<file path="src/rtl/matrix_result_streamer_pkg.sv">
// Shared types and helpers for matrix_result_streamer: element width, FSM states,
// and the row/column to bit-offset mapping of the packed row-major matrix.
package matrix_result_streamer_pkg;

    localparam int unsigned ELEMENT_LENGTH = 32;

    typedef enum logic [1:0] {
        StIdle   = 2'd0,
        StAck    = 2'd1,
        StStream = 2'd2
    } state_e;

    // Offset measured from the MSB end: element (0,0) sits in the top bits.
    function automatic int unsigned elem_offset(input int unsigned row,
                                                input int unsigned col,
                                                input int unsigned num_col);
        return (row * num_col + col) * ELEMENT_LENGTH;
    endfunction

endpackage

</file>
<file path="src/rtl/matrix_result_streamer.sv">
// Captures a packed result matrix and streams it out one element per handshake, row-major.
// Optional elem_special output (Inf/NaN flag) when MATRIX_RESULT_STREAMER_SPECIAL_FLAG_EN is defined.
module matrix_result_streamer
    import matrix_result_streamer_pkg::*;
#(
    parameter int unsigned NUM_ROW = 2,
    parameter int unsigned NUM_COL = 2,
    localparam int unsigned ROW_W = (NUM_ROW > 1) ? $clog2(NUM_ROW) : 1,
    localparam int unsigned COL_W = (NUM_COL > 1) ? $clog2(NUM_COL) : 1,
    localparam int unsigned MAT_W = ELEMENT_LENGTH * NUM_ROW * NUM_COL
) (
    input  logic                      clk,
    input  logic                      rst,
    input  logic [MAT_W-1:0]          mat_in,
    input  logic                      mat_ready,
    output logic                      mat_ack,
    output logic [ELEMENT_LENGTH-1:0] elem_data,
    output logic                      elem_valid,
    input  logic                      elem_ready,
    output logic [ROW_W-1:0]          elem_row,
    output logic [COL_W-1:0]          elem_col,
    output logic                      elem_last
`ifdef MATRIX_RESULT_STREAMER_SPECIAL_FLAG_EN
    ,
    output logic                      elem_special
`endif
);

    localparam logic [ROW_W-1:0] ROW_MAX = ROW_W'(NUM_ROW - 1);
    localparam logic [COL_W-1:0] COL_MAX = COL_W'(NUM_COL - 1);

    state_e           state_q, state_d;
    logic [MAT_W-1:0] buf_q, buf_d;
    logic [ROW_W-1:0] row_q, row_d;
    logic [COL_W-1:0] col_q, col_d;
    logic             at_last;
    logic [MAT_W-1:0] buf_shifted;

    assign at_last = (row_q == ROW_MAX) && (col_q == COL_MAX);

    always_comb begin
        state_d = state_q;
        buf_d   = buf_q;
        row_d   = row_q;
        col_d   = col_q;
        case (state_q)
            StIdle: begin
                if (mat_ready) begin
                    buf_d   = mat_in;
                    row_d   = '0;
                    col_d   = '0;
                    state_d = StAck;
                end
            end
            StAck: begin
                state_d = StStream;
            end
            StStream: begin
                if (elem_ready) begin
                    if (at_last) begin
                        row_d   = '0;
                        col_d   = '0;
                        state_d = StIdle;
                    end else if (col_q == COL_MAX) begin
                        col_d = '0;
                        row_d = row_q + 1'b1;
                    end else begin
                        col_d = col_q + 1'b1;
                    end
                end
            end
            default: begin
                state_d = StIdle;
            end
        endcase
    end

    always_ff @(posedge clk or negedge rst) begin
        if (!rst) begin
            state_q <= StIdle;
            buf_q   <= '0;
            row_q   <= '0;
            col_q   <= '0;
        end else begin
            state_q <= state_d;
            buf_q   <= buf_d;
            row_q   <= row_d;
            col_q   <= col_d;
        end
    end

    // Shift the selected element up to the MSBs rather than using a variable part-select.
    assign buf_shifted = buf_q << elem_offset(32'(row_q), 32'(col_q), NUM_COL);

    assign mat_ack    = (state_q == StAck);
    assign elem_valid = (state_q == StStream);
    assign elem_last  = elem_valid && at_last;
    assign elem_row   = row_q;
    assign elem_col   = col_q;
    assign elem_data  = buf_shifted[MAT_W-1 -: ELEMENT_LENGTH];

`ifdef MATRIX_RESULT_STREAMER_SPECIAL_FLAG_EN
    assign elem_special = (elem_data[30:23] == 8'hFF);
`endif

endmodule
</file>
<file path="config.mk">
export PLATFORM = sky130hd
export DESIGN_NAME = matrix_result_streamer
export DESIGN_NICKNAME = d
export VERILOG_FILES = /design/src/rtl/matrix_result_streamer_pkg.sv /design/src/rtl/matrix_result_streamer.sv
export SDC_FILE = /design/constraint.sdc
export NUM_CORES = 1
export LEC_CHECK = 0
export CAP_MARGIN = 20
export CELL_PAD_IN_SITES_DETAIL_PLACEMENT = 0
export CELL_PAD_IN_SITES_GLOBAL_PLACEMENT = 1
export CORE_UTILIZATION = 42
export DETAILED_ROUTE_END_ITERATION = 12
export PLACE_DENSITY_LB_ADDON = 0.15
export REMOVE_ABC_BUFFERS = 1
export SLEW_MARGIN = 20
export SYNTH_ARGS = -nofsm -noshare
export SYNTH_HDL_FRONTEND = slang
export SYNTH_SLANG_ARGS = --single-unit
</file>
<file path="constraint.sdc">
create_clock -name clk -period 2.5 [get_ports clk]
set_clock_uncertainty 0.15 [all_clocks]
set_input_delay 0.25 -clock clk [delete_from_list [all_inputs] [get_ports clk]]
set_output_delay 0.25 -clock clk [all_outputs]
set_load 0.02 [all_outputs]
</file>
==> impl_metrics.tcl <==
set metrics [dict create \
    outcome "complete, no violations" \
    cts_root_buf "clkbuf_16" \
    initial_core_util_pct 43.28 \
    grt.overflow.total 0 \
    synth_edf_count 0 \
    firstDrtPassIters 4 \
    synth_area_per_cell_um2 17.61 \
    fp-row-count 42 \
    worst_pin_slew_ns 0.5389 \
    drt_iter0_drc 186 \
    layout.cells.non_filler 691 \
    clk_pin_slew_ns 0.05 \
    netlist_instances 328 \
    die_h_um 119.3 \
    drv_cap 0 \
    post-place-ws_ns 0.3139 \
    grt_start_max_net_pins 79 \
    yosysTopAreaCell "dfrtp_1" \
    setup_viol 0 \
    die-area_mm2 0.01423 \
    fmax_mhz 425.2 \
    yosysMostFrequentCell "dfrtp_1" \
    antenna_found_initial 1 \
    htreeDepth 4 \
    slew_viol_final 0 \
    multi_input_area_mm2 0.002271 \
    ioPinCount 169 \
    hp-class "primary input to async pin" \
    dr.max_layer_used "met4" \
    synth-main-ff-cell "dfrtp_1" \
    numPlacedInstances 658 \
    power_frac_clock_pct 21.6 \
    die_x_um 119.3 \
    ir_drop_mv 0.6696 \
    synth.area.top_cells "dfrtp_1 57%, mux2_2 25%, mux4_2 12%" \
    grtUsageTotal_pct 18.37 \
    netSwitchingFraction_pct 30.98 \
    nFillCells 1063 \
    finalHoldViolations 0 \
    first_global_vias 3750 \
    vias 3455 \
    grt_setup_unrepaired "no" \
    worst_slack_ns 0.1481 \
    power_w 0.01040 \
    cts_made_buffers 17 \
    syn_area_mm2 0.005777 \
    yosysTopAreaCellShare_pct 57.18 \
    clkLatencyLatePin_ns 0.41 \
    power.density_mw_per_mm2 1280 \
    p_switching_w 0.003221 \
    wl_mm 11.93 \
    drc 0 \
    p_leak_nw 3.294 \
    pwr-share-comb_pct 41.9 \
    gp_congestion 0.7227 \
    postCtsSetupBuffers 0 \
    met1_length_mm 5.090 \
    hpwl_mm 8.038 \
    pwr-share-seq_pct 36.5 \
    arrival_ns 1.95 \
    routed-wl-met3_mm 1.059 \
    internal_power_w 0.007176 \
    ant_nets 0 \
    worstPathRequired_ns 2.10 \
    drive_gt1_share_pct 39.11 \
    routedWlPerCell_um 17.26 \
    finalCritPeriodShare_pct 94.08 \
    relSlewSlack_pct 64.07 \
    yosysUniqueCellTypes 17 \
    cts_tree "built" \
    async_flop_share_pct 100.0 \
    layout-area-overhead-vs-synth_pct 40.59 \
    nNetsFinal 634 \
    cts.sinks 132 \
    core_area_mm2 0.01335 \
    synth_seq_cells 132 \
    worstSetupStartpointType "register" \
    ys_seq_area_share_pct 57.18 \
    path_class "register to primary output" \
    port_buffers 168 \
    fin_crit_ns 2.352 \
    end_kind "primary output" \
    final_cell_area_mm2 0.008122 \
    grt_pass1_wl_mm 19.40 \
    yosys-top-cells-count "132 x dfrtp_1, 130 x mux2_2, 32 x mux4_2" \
    place_area_mm2 0.007602 \
    via_per_inst 5.000 \
    clockBufferDepth 2 \
    cp_max_fo 6 \
    routed-wl-met2_mm 5.594 \
    yosys_warnings 0 \
    seq_area_mm2 0.003306 \
]
## sequential cells by signal, indices dropped and copies added (netlist names)
name	count
buf_q	128
state_q	2
elem_col	1
elem_row	1
## power groups by stage
stage          logic (W)  clock network (W)  registers, W
3_5_place_dp     0.00478                  0       0.00383
6_report         0.00436            0.00224       0.00380
3_3_place_gp     0.00470                  0       0.00379
2_1_floorplan    0.00299                  0       0.00378
4_1_cts          0.00444            0.00232       0.00381
5_1_grt          0.00466            0.00242       0.00397
## through the flow
stage	hold slack (ns)	TNS (ns)	utilization (%)
3_3_place_gp	0.09376	0	56.96
6_report	0.2246	0	60.85
4_1_cts	0.2316	0	60.83
3_5_place_dp	0.1006	0	56.96
5_1_grt	0.2525	0	60.83
2_1_floorplan	-0.1956	-254.91	-
## metal layers
layer | up-vias | track usage, %
met1 | 1749 | 23.19
met3 | 12 | 8.573
li1 | 1578 | -
met2 | 116 | 27.40
met4 | 0 | 6.962
met5 | - | 0
## layout by cell type, fill, tap and decap left out, types with 2 or more instances in the layout
cell,instances
dlygate4sd2_1,32
clkinv_2,4
mux2_2,130
a22o_1,2
clkbuf_16,17
buf_6,2
buf_12,5
clkdlybuf4s50_1,135
nor2b_1,2
buf_4,2
mux4_2,32
dfrtp_2,2
dfrtp_1,130
clkbuf_8,6
clkbuf_1,4
nor2_1,2
## logic make-up after synthesis
| logic type | synth area share, % |
|---|---|
| AOI/OAI and AO/OA | 0.5633 |
| buffers and inverters | 3.509 |
| DFF | 57.18 |
| muxes | 37.82 |
| and+or+nand+nor | 0.9313 |
## final cells by class
| class | count | share of cell area [%] |
|---|---|---|
| sequential | 132 | 40.70 |
| multi-input combinational | 174 | 27.96 |
| timing repair buffer | 177 | 21.91 |
| clock buffer | 27 | 6.440 |
| tap | 176 | 2.711 |
| clock inverter | 4 | 0.2465 |
| antenna | 1 | 0.03081 |
## worst max-delay path: stages (launching register included)
cell,delay (ns)
dfrtp_1,0.47
nor2b_1,0.29
and3_1,0.19
clkdlybuf4s50_1,0.59
## path summary, 6_finish.rpt
kind,from,to,slack [ns],cells after the start
min in group clk,mat_in[93],buf_q[93],0.30,2
hold / removal,rst,buf_q[112],0.22,2
setup reg to reg,state_q[1],buf_q[51],0.61,3
max in group asynchronous,rst,buf_q[11],1.22,3
hold reg to reg,buf_q[34],buf_q[34],0.35,1
setup / recovery,state_q[1],elem_last,0.15,3
## repair_timing
action,CTS,global route
endpoints found under the hold margin,55,0
setup endpoints to repair,32,0
gates resized for setup,33,0
hold buffers,1,0
(Power assumes the default switching activity.)
